**src/rtl/auth_pkg.sv**
```systemverilog
// Shared types and defaults for the access-control sequencer.
package auth_pkg;

    localparam int unsigned DEF_ADDR_W    = 12;
    localparam int unsigned DEF_PASS_W    = 16;
    localparam int unsigned DEF_CNT_W     = 4;
    localparam int unsigned DEF_MAX_TRIES = 3;
    localparam int unsigned DEF_READ_LAT  = 1;

    // Wide enough to count down the longest supported read latency
    localparam int unsigned WAIT_W = 2;

    localparam logic OP_LOGIN  = 1'b0;
    localparam logic OP_UNLOCK = 1'b1;

    localparam logic RW_READ  = 1'b0;
    localparam logic RW_WRITE = 1'b1;

    typedef enum logic [2:0] {
        IDLE,
        RD,
        WAIT,
        CHK,
        WR,
        RESP
    } state_t;

endpackage

```
**src/rtl/auth_ctrl.sv**
```systemverilog
// Login/unlock sequencer: reads a user record, checks the password,
// updates try counter and lock bit, writes back, and returns grant/deny.
module auth_ctrl
    import auth_pkg::*;
#(
    parameter int unsigned ADDR_W    = DEF_ADDR_W,
    parameter int unsigned PASS_W    = DEF_PASS_W,
    parameter int unsigned CNT_W     = DEF_CNT_W,
    parameter int unsigned MAX_TRIES = DEF_MAX_TRIES,
    parameter int unsigned READ_LAT  = DEF_READ_LAT
) (
    input  logic              my_clk,
    input  logic              my_rst,
    input  logic              req_valid,
    output logic              req_ready,
    input  logic              req_op,
    input  logic [ADDR_W-1:0] req_user,
    input  logic [PASS_W-1:0] req_pass,
    output logic              resp_valid,
    input  logic              resp_ready,
    output logic              resp_grant,
    output logic              resp_admin,
    output logic              resp_locked,
    output logic              my_cs,
    output logic              my_pass_rw,
    output logic              my_admin_rw,
    output logic              my_lock_rw,
    output logic              my_count_rw,
    output logic [ADDR_W-1:0] my_addr,
    output logic [PASS_W-1:0] my_pass_in,
    output logic [CNT_W-1:0]  my_count_in,
    output logic              my_admin_in,
    output logic              my_lock_in,
    input  logic [PASS_W-1:0] my_pass_out,
    input  logic [CNT_W-1:0]  my_count_out,
    input  logic              my_admin_out,
    input  logic              my_lock_out
);

    state_t              state;
    logic                op_q;
    logic [ADDR_W-1:0]   user_q;
    logic [PASS_W-1:0]   pass_q;
    logic                admin_session;
    logic [WAIT_W-1:0]   wait_cnt;
    logic                cs_q;
    logic [CNT_W-1:0]    cnt_sat;
    logic                lock_hit;

    // Password and admin fields are never written by this controller
    assign my_pass_rw  = RW_READ;
    assign my_admin_rw = RW_READ;
    assign my_pass_in  = '0;
    assign my_admin_in = 1'b0;

    // Reset kills a write already on the bus in the same cycle
    assign my_cs = cs_q & ~my_rst;

    // Saturating next try count and lock decision for a failed login
    always_comb begin
        cnt_sat = my_count_out;
        if (my_count_out != {CNT_W{1'b1}}) begin
            cnt_sat = my_count_out + CNT_W'(1);
        end
        lock_hit = (32'(cnt_sat) >= MAX_TRIES);
    end

    // Sequencer with registered SRAM and response outputs
    always_ff @(posedge my_clk) begin
        if (my_rst) begin
            state         <= IDLE;
            req_ready     <= 1'b1;
            resp_valid    <= 1'b0;
            resp_grant    <= 1'b0;
            resp_admin    <= 1'b0;
            resp_locked   <= 1'b0;
            cs_q          <= 1'b0;
            my_count_rw   <= RW_READ;
            my_lock_rw    <= RW_READ;
            my_addr       <= '0;
            my_count_in   <= '0;
            my_lock_in    <= 1'b0;
            admin_session <= 1'b0;
            op_q          <= OP_LOGIN;
            user_q        <= '0;
            pass_q        <= '0;
            wait_cnt      <= '0;
        end else begin
            case (state)
                IDLE: begin
                    if (req_valid && req_ready) begin
                        op_q      <= req_op;
                        user_q    <= req_user;
                        pass_q    <= req_pass;
                        req_ready <= 1'b0;
                        if (req_op == OP_LOGIN) begin
                            state   <= RD;
                            cs_q    <= 1'b1;
                            my_addr <= req_user;
                        end else if (admin_session) begin
                            state       <= WR;
                            cs_q        <= 1'b1;
                            my_addr     <= req_user;
                            my_count_rw <= RW_WRITE;
                            my_lock_rw  <= RW_WRITE;
                            my_count_in <= '0;
                            my_lock_in  <= 1'b0;
                        end else begin
                            state      <= RESP;
                            resp_valid <= 1'b1;
                            resp_grant <= 1'b0;
                        end
                    end
                end

                RD: begin
                    cs_q     <= 1'b0;
                    my_addr  <= '0;
                    wait_cnt <= WAIT_W'(READ_LAT - 1);
                    state    <= (READ_LAT > 1) ? WAIT : CHK;
                end

                WAIT: begin
                    wait_cnt <= wait_cnt - WAIT_W'(1);
                    if (wait_cnt == WAIT_W'(1)) begin
                        state <= CHK;
                    end
                end

                CHK: begin
                    if (my_lock_out) begin
                        resp_locked <= 1'b1;
                        resp_valid  <= 1'b1;
                        state       <= RESP;
                    end else if (my_pass_out == pass_q) begin
                        resp_grant    <= 1'b1;
                        resp_admin    <= my_admin_out;
                        admin_session <= my_admin_out;
                        if (my_count_out != '0) begin
                            state       <= WR;
                            cs_q        <= 1'b1;
                            my_addr     <= user_q;
                            my_count_rw <= RW_WRITE;
                            my_count_in <= '0;
                        end else begin
                            resp_valid <= 1'b1;
                            state      <= RESP;
                        end
                    end else begin
                        admin_session <= 1'b0;
                        state         <= WR;
                        cs_q          <= 1'b1;
                        my_addr       <= user_q;
                        my_count_rw   <= RW_WRITE;
                        my_count_in   <= cnt_sat;
                        if (lock_hit) begin
                            my_lock_rw  <= RW_WRITE;
                            my_lock_in  <= 1'b1;
                            resp_locked <= 1'b1;
                        end
                    end
                end

                WR: begin
                    cs_q        <= 1'b0;
                    my_addr     <= '0;
                    my_count_rw <= RW_READ;
                    my_lock_rw  <= RW_READ;
                    my_count_in <= '0;
                    my_lock_in  <= 1'b0;
                    if (op_q == OP_UNLOCK) begin
                        resp_grant <= 1'b1;
                    end
                    resp_valid <= 1'b1;
                    state      <= RESP;
                end

                RESP: begin
                    if (resp_ready) begin
                        resp_valid  <= 1'b0;
                        resp_grant  <= 1'b0;
                        resp_admin  <= 1'b0;
                        resp_locked <= 1'b0;
                        req_ready   <= 1'b1;
                        state       <= IDLE;
                    end
                end

                default: begin
                    state <= IDLE;
                end
            endcase
        end
    end

endmodule

```
**config.mk**
```make
export PLATFORM = sky130hd
export DESIGN_NAME = auth_ctrl
export DESIGN_NICKNAME = d
export VERILOG_FILES = /design/src/rtl/auth_pkg.sv /design/src/rtl/auth_ctrl.sv
export SDC_FILE = /design/constraint.sdc
export NUM_CORES = 1
export LEC_CHECK = 0
export CAP_MARGIN = 30
export CORE_MARGIN = 2
export CORE_UTILIZATION = 47
export DETAILED_ROUTE_END_ITERATION = 12
export GPL_TIMING_DRIVEN = 1
export PLACE_DENSITY_LB_ADDON = 0.2
export SYNTH_ARGS = -nofsm -noshare
export SYNTH_HDL_FRONTEND = slang
export SYNTH_SLANG_ARGS = --single-unit
```
**constraint.sdc**
```tcl
create_clock -name my_clk -period 2.1 [get_ports my_clk]
set_input_delay 0.42 -clock my_clk [delete_from_list [all_inputs] [get_ports my_clk]]
set_output_delay 0.42 -clock my_clk [all_outputs]
set_load 0.02 [all_outputs]
```
* Word level (Yosys, flattened, before mapping)
Index checks and enable logic that the tools add are counted.
** Operators by class
- Add/subtract/negate cells :: 2
- Order comparisons :: 1
- Equality and inequality tests :: 25
- Mux-type cells :: 67
- Bitwise gates (word level) :: 3
- Reductions and logical operators :: 21
** Operators with widths (count)
- two-way mux 12 bit :: 6
- one-hot mux 12 bit (3 select lines) :: 1
- two-way mux 1 bit :: 35
- two-way mux 4 bit :: 7
- != test 2 bit, second input constant :: 11
- two-way mux 3 bit :: 6
- != test 3 bit, second input constant :: 6
- one-hot mux 3 bit (6 select lines) :: 1
- == test 16 bit :: 1
- AND reduction 7 bit :: 2
- one-hot mux 1 bit (3 select lines) :: 4
- one-hot mux 4 bit (3 select lines) :: 1
- one-hot mux 1 bit (4 select lines) :: 2
- AND reduction 4 bit :: 2
- AND reduction 8 bit :: 1
- nonzero test 4 bit :: 2
- == test 3 x 2 -> 1 bit, second input constant :: 2
- == test 3 bit, second input constant :: 2
- one-hot mux 1 bit (2 select lines) :: 3
- AND reduction 3 bit :: 2
- AND reduction 6 bit :: 1
- nonzero test 2 bit :: 3
- nonzero test 3 bit :: 2
- AND reduction 5 bit :: 1
- 13 further kinds :: 15
** Storage, ports and cells
- Register bits :: 60
- Output and inout bits :: 44

* Depth between registers and ports, before layout
Gate-level depths: netlist of run 1.
- Depth in word-level cells :: 7
- Mapped depth :: 8
- Mapped depth without buffers :: 6

* Worst setup path before layout of run 1
Ideal clock, no wire load.
- Path type :: input to register
- Start :: in my_pass_out[15]
- End :: reg my_addr[4]
- Setup time :: 133 ps
- Arrival :: 1617 ps
- Data required time :: 1967 ps
- Setup slack :: 351 ps
- Stages :: 6
- Path buffers :: 1
- Cells stage by stage :: xor2_1 > nor4_2 > nand4_2 > buf_6 > o31ai_2 > a31oi_1
** On the way
- Cells in the longest elaborated chain, start to end :: 4
** Ends and longest elaborated chain
- start, declared :: line auth_ctrl.sv:34 : input logic [PASS_W-1:0] my_pass_out,
- == test 16 bit * :: line auth_ctrl.sv:135 : end else if (my_pass_out == pass_q) begin
- two-way mux 12 bit :: line auth_ctrl.sv:135
- two-way mux 12 bit :: line auth_ctrl.sv:131 : if (my_lock_out) begin
- one-hot mux 12 bit (3 select lines) :: line auth_ctrl.sv:89 : case (state)
- end signal, assigned :: line auth_ctrl.sv:99 : my_addr <= req_user;
- end signal, assigned :: line auth_ctrl.sv:103 : my_addr <= req_user;
- end signal, assigned :: line auth_ctrl.sv:142 : my_addr <= user_q;
- end, declared :: line auth_ctrl.sv:29 : output logic [ADDR_W-1:0] my_addr,
Mark *: on every way between the ends. The rest lies on a longest branch, timed or not. The select of a mux whose other input is x is not followed.
A chain may end at the register's enable or synchronous reset.

* Worst setup path after layout of run 1
- Start :: in my_pass_out[11]
- End :: reg my_count_in[2]
** On the way
- Cells in the longest elaborated chain, start to end :: 4
** Ends and longest elaborated chain
- == test 16 bit * :: line auth_ctrl.sv:135
- two-way mux 4 bit :: line auth_ctrl.sv:135
- two-way mux 4 bit :: line auth_ctrl.sv:131
- one-hot mux 4 bit (3 select lines) :: line auth_ctrl.sv:89
- end signal, assigned :: line auth_ctrl.sv:155 : my_count_in <= cnt_sat;
- end, declared :: line auth_ctrl.sv:31 : output logic [CNT_W-1:0] my_count_in,
Marked as above.

==> impl_metrics.json, run 1 <==
{
  "vias": 3280,
  "setup_violations": 0,
  "netlist_area_um2": 3310,
  "grt_pass1_vias": 3014,
  "cts_tree": "built",
  "place.gp.congestion": 0.858,
  "crit_path_max_incr_delay_ns": 0.52,
  "drv_cap": 0,
  "drc": 0,
  "relSlewSlack_pct": 55.7,
  "finClkSkew_ns": 0.00432,
  "num_antenna_cells": 0,
  "synthCells": 426,
  "start_util_pct": 48.7,
  "clock.fmax_ghz": 0.497,
  "clockBufferDepth": 2,
  "synthFlopType": "dfxtp_1",
  "tns_ns": 0,
  "grt-ovfl-total": 0,
  "fin_crit_sh_pct": 95.8,
  "ir_worst_vdd_uv": 735,
  "dr.pass1.iters": 4,
  "synth-edff-count": 0,
  "portBuffers": 79,
  "via_per_inst": 5.44,
  "cp.required_ns": 2.36,
  "stdcell_count": 603,
  "dieWidth_um": 87.9,
  "grt.total_usage_pct": 23.2,
  "timing_hold_violations_final": 0,
  "routedWlPerCell_um": 14.8,
  "place_inst": 587,
  "finalWirelength_um": 8920,
  "grt_max_degree": 61,
  "use_met3_pct": 3.68,
  "rsz0062_at_grt": "no",
  "std_cell_rows": 30,
  "antenna_found_initial": 0,
  "path_max_fanout": 23,
  "synth_warnings": 0,
  "h-tree-depth": 3,
  "hold_class": "flip-flop to flip-flop",
  "slowest_stage": "or4_1",
  "maxSlewViolCount": 0,
  "fin_crit_ns": 2.01,
  "leakage_nw": 1.61,
  "synthArstFlopShare_pct": 0,
  "criticalPathCategory": "primary input to flip-flop",
  "power.density_nw_per_um2": 1120,
  "crit_arrival_ns": 2.27,
  "use_met1_pct": 29.1,
  "drt.antenna.violating_nets": 0,
  "cts_buffers": 9,
  "drive_gt1_share_pct": 11.0,
  "critPathLaunchType": "primary input",
  "end_kind": "flip-flop",
  "dp.final_hpwl_um": 6140,
  "die_area_um2": 7730,
  "final_cell_mix": "nand2_1, clkdlybuf4s50_1, dfxtp_1",
  "synthToLayoutAreaGrowth_pct": 33.1,
  "yosysUniqueCellTypes": 54,
  "grt_pass1_wl_um": 14100,
  "cts_root_buf": "clkbuf_8",
  "cts.reportedPaths.clkPinSlew_ns": 0.07,
  "top_usage_layer": "met2",
  "synth.avg_cell_area_um2": 7.77,
  "outcome": "finished, final reports clean",
  "seq_area_frac_synth_pct": 36.3,
  "clock_latency_ns": 0.33,
  "ios": 99,
  "nets": 560,
  "drt_iter0_markers": 248,
  "core_um2": 6790,
  "final_common_cell": "nand2_1",
  "cp_cell_sequence": "clkdlybuf4s50_1 -> xor2_1 -> nor4_2 -> and4_1 -> buf_12 -> or4_1 -> a31oi_1",
  "worstMarginPinSlew_ns": 0.665,
  "cts_sinks": 60,
  "ys_ff_latch": 60,
  "grt_util_met2_pct": 40.4,
  "die_h_um": 87.9,
  "ctsHoldBuffers": 0
}
[timing repair]
action                     4_1_cts  5_1_grt
hold endpoints to repair         0        0
gates resized for setup          0        2
buffers inserted                 0        0
setup endpoints to repair        0        5
[where the power goes]
group	internal, mW	switching [mW]	total [mW]
logic	1.00	1.29	2.29
registers	1.44	0.242	1.68
clock network	0.519	0.460	0.979
[Yosys cell counts, types with 2 or more instances]
cell type | count | area share (%)
a21oi_1 | 44 | 6.6
nor4_2 | 4 | 1.5
and2_1 | 2 | 0.38
nor3b_1 | 2 | 0.45
buf_4 | 21 | 4.8
nor2_1 | 13 | 1.5
a31oi_1 | 17 | 3.2
inv_1 | 7 | 0.79
buf_1 | 2 | 0.23
nand3b_1 | 2 | 0.45
xnor2_1 | 2 | 0.53
buf_6 | 2 | 0.68
nor3_1 | 17 | 2.6
buf_2 | 11 | 1.7
a32oi_1 | 13 | 3.4
o31ai_2 | 4 | 1.5
nor2b_1 | 4 | 0.76
nor4_1 | 2 | 0.38
clkbuf_1 | 21 | 2.4
ha_1 | 3 | 1.1
nand2_1 | 88 | 10
nand2b_1 | 6 | 1.1
dfxtp_1 | 60 | 36
o31ai_1 | 8 | 1.8
a311oi_1 | 2 | 0.53
nand4_1 | 15 | 2.8
o21ai_0 | 4 | 0.60
xor2_1 | 16 | 4.2
nand3_1 | 9 | 1.4
[critical path, delay by kind of cell]
kind            cells  cell delay [ns]
simple gates        3             0.86
buf+inv             2             0.66
xor+xnor            1             0.21
compound gates      1             0.13
[sequential cells by signal, summed over array words and instances, names as in the netlist]
| signal | flops |
|---|---|
| admin_session | 1 |
| cs_q | 1 |
| my_addr | 12 |
| my_count_in | 4 |
| my_count_rw | 1 |
| my_lock_in | 1 |
| my_lock_rw | 1 |
| op_q | 1 |
| pass_q | 16 |
| req_ready | 1 |
| resp_admin | 1 |
| resp_grant | 1 |
| resp_locked | 1 |
| resp_valid | 1 |
| state | 3 |
| user_q | 12 |
| wait_cnt | 2 |
[path summary, 6_finish.rpt]
| path | from | to | slack [ns] | cells past startpoint |
|---|---|---|---|---|
| worst max-delay path | my_pass_out[11] | my_count_in[2]$_SDFFE_PP0P_ | 0.09 | 7 |
| worst min-delay path | user_q[8]$_SDFFE_PP0P_ | user_q[8]$_SDFFE_PP0P_ | 0.45 | 2 |
| worst max register to register | state[1]$_SDFFE_PP0P_ | my_count_rw$_SDFFE_PP0P_ | 0.26 | 5 |
| worst min register to register | user_q[8]$_SDFFE_PP0P_ | user_q[8]$_SDFFE_PP0P_ | 0.45 | 2 |
[metrics by stage]
step	power (mW)	hold WS [ns]	setup WS, ns	area (µm²)	util, %
final	4.95	0.454	0.0885	4410	64.9
after CTS	4.95	0.456	0.0491	4400	64.7
after global routing	5.30	0.475	0.00524	4410	64.9
after floorplan	3.16	0.436	0.351	3380	-
after global placement	3.92	0.442	-0.214	4210	61.9
after detailed placement	3.97	0.443	-0.278	4210	61.9
[per-layer routing]
layer | up-vias | share of wire, %
met5 | - | 0
met2 | 114 | 49
li1 | 1631 | -
met1 | 1524 | 44
met4 | 0 | 1.2
met3 | 11 | 5.9
[area by class of cell]
class | count | area [µm²]
fillers | 570 | 2390
multi-input cells | 320 | 1850
flip-flops and latches | 60 | 1200
repair buffers | 104 | 1020
clock buffers | 12 | 165
well taps | 96 | 120
inverters | 7 | 26.3
clock inverters | 4 | 22.5
[cells by family after synthesis]
logic type | count (synthesis) | share of synthesized area (%)
other | 1 | 0.113
AO/OA/AOI/OAI | 105 | 21.3
flip-flops | 60 | 36.3
adder cells (fa/ha/maj) | 3 | 1.13
XOR/XNOR | 18 | 4.76
buffers and inverters | 64 | 10.5
multiplexers | 1 | 0.302
AND/OR/NAND/NOR | 174 | 25.6
(Power assumes the default switching activity.)
==> inputs of run 2 (changes only) <==
--- a/config.mk
+++ b/config.mk
@@ -7,10 +7,12 @@
 export LEC_CHECK = 0
 export CAP_MARGIN = 30
 export CORE_MARGIN = 2
-export CORE_UTILIZATION = 47
+export CORE_UTILIZATION = 43
 export DETAILED_ROUTE_END_ITERATION = 12
 export GPL_TIMING_DRIVEN = 1
 export PLACE_DENSITY_LB_ADDON = 0.2
+export SKIP_CTS_REPAIR_TIMING = 1
+export SKIP_LAST_GASP = 1
 export SYNTH_ARGS = -nofsm -noshare
 export SYNTH_HDL_FRONTEND = slang
 export SYNTH_SLANG_ARGS = --single-unit
==> constraint.sdc (replaced) <==
create_clock -name my_clk -period 1.8 [get_ports my_clk]
set_input_delay 0.36 -clock my_clk [delete_from_list [all_inputs] [get_ports my_clk]]
set_output_delay 0.36 -clock my_clk [all_outputs]
set_load 0.02 [all_outputs]
==> run 2 against run 1 <==
The flow now finishes with violations (negative setup slack). Highest routed layer unchanged. Clock skew increased by 0.0069 ns. Combinational power increased by 30%. Hold slack improved by 0.0050 ns. First-iteration DRC count decreased by 32%. Critical endpoint unchanged.
==> impl_metrics.json, run 2 (synthesis gave the netlist of run 1 again) <==
{
  "outcome": "finished with violations",
  "synthToLayoutAreaGrowth_pct": 47.6,
  "dr.pass1.iters": 4,
  "seq_area_um2": 1210,
  "violations": "negative setup slack",
  "power_frac_comb_pct": 49.7,
  "netSwitchingFraction_pct": 40.6,
  "top_regs": "pass_q x16, my_addr x12, user_q x12",
  "vias": 3441,
  "maxSlewViolCount": 0,
  "grt-ovfl-total": 0,
  "p_switching_mw": 2.43,
  "setup_violations": 3,
  "via_per_inst": 5.43,
  "final_cell_mix": "nand2_1, clkdlybuf4s50_1, dfxtp_1",
  "start_util_pct": 43.5,
  "leakage_nw": 1.94,
  "ir_worst_vdd_uv": 715,
  "regMostFlops": "pass_q",
  "cts_buffers": 9,
  "drv_cap": 0,
  "drive_gt1_share_pct": 21.4,
  "ios": 99,
  "grt.total_usage_pct": 21.6,
  "place_inst": 608,
  "grt_pass1_wl_um": 14700,
  "grt_max_degree": 61,
  "critPathLaunchType": "flip-flop",
  "p_clk_share_pct": 17.2,
  "clock.fmax_ghz": 0.539,
  "seqPwrFrac_pct": 33.2,
  "cts_tree": "built",
  "rsz0062_at_grt": "yes",
  "relSlewSlack_pct": 55.5,
  "end_kind": "flip-flop",
  "drc": 0,
  "routedWlPerCell_um": 14.9,
  "grt_pass1_vias": 3138,
  "hold_class": "flip-flop to flip-flop",
  "cts.reportedPaths.clkPinSlew_ns": 0.06,
  "nets": 585,
  "path_max_fanout": 5,
  "finClkSkew_ns": 0.0112,
  "stdcell_count": 634,
  "fill_cells": 638,
  "clockBufferDepth": 2,
  "drt.antenna.violating_nets": 0,
  "crit_arrival_ns": 2.11,
  "timing_hold_violations_final": 0,
  "worstMarginPinSlew_ns": 0.667,
  "h-tree-depth": 3,
  "intPower_mw": 3.55,
  "fin_crit_ns": 1.86,
  "antenna_found_initial": 0,
  "clock_latency_ns": 0.33,
  "std_cell_rows": 32,
  "power.density_nw_per_um2": 1220,
  "die_area_um2": 8420,
  "holdWs_ns": 0.459,
  "drt_iter0_markers": 169,
  "multi_input_area_um2": 2050,
  "fin_crit_sh_pct": 103,
  "cts_sinks": 60,
  "finalWirelength_um": 9450,
  "criticalPathCategory": "flip-flop to flip-flop",
  "die_h_um": 91.8,
  "setup_ws_ns": -0.0556,
  "final_common_cell": "nand2_1",
  "core_um2": 7610,
  "num_antenna_cells": 0,
  "place.gp.congestion": 0.860,
  "dp.final_hpwl_um": 6420,
  "dieWidth_um": 91.8,
  "cts_root_buf": "clkbuf_8",
  "cp.required_ns": 2.05,
  "largest_reg_flops": 16,
  "portBuffers": 79
}
==> run 2: cell types whose count changed in the layout (fill, tap and decap cells not counted), sizes merged <==
cell / change
buf: +23
clkbuf: +4
clkdlybuf4s50: -18
clkinv: -1
clkinvlp: -1
dlymetal6s2s: +18
==> run 2: worst max-delay path, stage by stage (launching register included) <==
cell       delay (ns)
dfxtp_2          0.34
xor2_1           0.18
nor4_2           0.07
buf_4            0.14
and4_4           0.21
clkbuf_16        0.15
or4_4            0.52
a31oi_1          0.17
==> run 2: metrics by stage <==
step | area [µm²] | total power, mW | worst slack (ns) | setup TNS (ns) | util, %
finish | 4890 | 5.98 | -0.0556 | -0.0733 | 64.3
floorplan | 3380 | 3.69 | 0.111 | 0 | -
CTS | 4500 | 5.75 | -0.128 | -1.94 | 59.2
detailed placement | 4340 | 4.72 | -0.468 | -10.98 | 57.1
global route | 4890 | 6.39 | -0.0881 | -0.445 | 64.3
global placement | 4340 | 4.66 | -0.447 | -9.80 | 57.1
==> run 2: routing by layer <==
layer	global-route usage, %	vias to the layer above	part of all wire [%]
li1	-	1682	-
met1	27.9	1633	44
met2	34.6	109	48
met3	5.09	17	5.7
met4	8.83	0	2.0
met5	0	-	0
==> run 2: worst paths after layout <==
check,slack (ns),cells past startpoint,end,start
max,-0.06,7,my_count_in[2]$_SDFFE_PP0P_,pass_q[11]$_SDFFE_PP0P_
min reg2reg,0.46,2,op_q$_SDFFE_PP0P_,op_q$_SDFFE_PP0P_
min,0.46,2,op_q$_SDFFE_PP0P_,op_q$_SDFFE_PP0P_
max reg2reg,-0.06,7,my_count_in[2]$_SDFFE_PP0P_,pass_q[11]$_SDFFE_PP0P_
==> run 2: final cells by class <==
cell class	instances	area share, %
multi-input combinational	320	41.9
tap	102	2.61
clock inverter	2	0.205
sequential	60	24.8
timing repair buffer	129	26.9
inverter	7	0.537
clock buffer	14	3.12
==> run 2: power by group through the flow <==
| stage | Clock [mW] | Sequential [mW] | Combinational (mW) |
|---|---|---|---|
| final | 1.03 | 1.98 | 2.97 |
| after floorplan | 0 | 2.07 | 1.62 |
| after global placement | 0 | 1.97 | 2.69 |
| after CTS | 1.05 | 1.95 | 2.76 |
| after global routing | 1.11 | 2.03 | 3.25 |
| after detailed placement | 0 | 1.98 | 2.74 |
==> inputs of run 3 (changes only) <==
--- a/config.mk
+++ b/config.mk
@@ -8,6 +8,7 @@
 export CAP_MARGIN = 30
 export CORE_MARGIN = 2
 export CORE_UTILIZATION = 43
+export CTS_CLUSTER_SIZE = 12
 export DETAILED_ROUTE_END_ITERATION = 12
 export GPL_TIMING_DRIVEN = 1
 export PLACE_DENSITY_LB_ADDON = 0.2
==> results of run 3 <==
No change in the layout: final DEF, timing and power equal those of run 2.
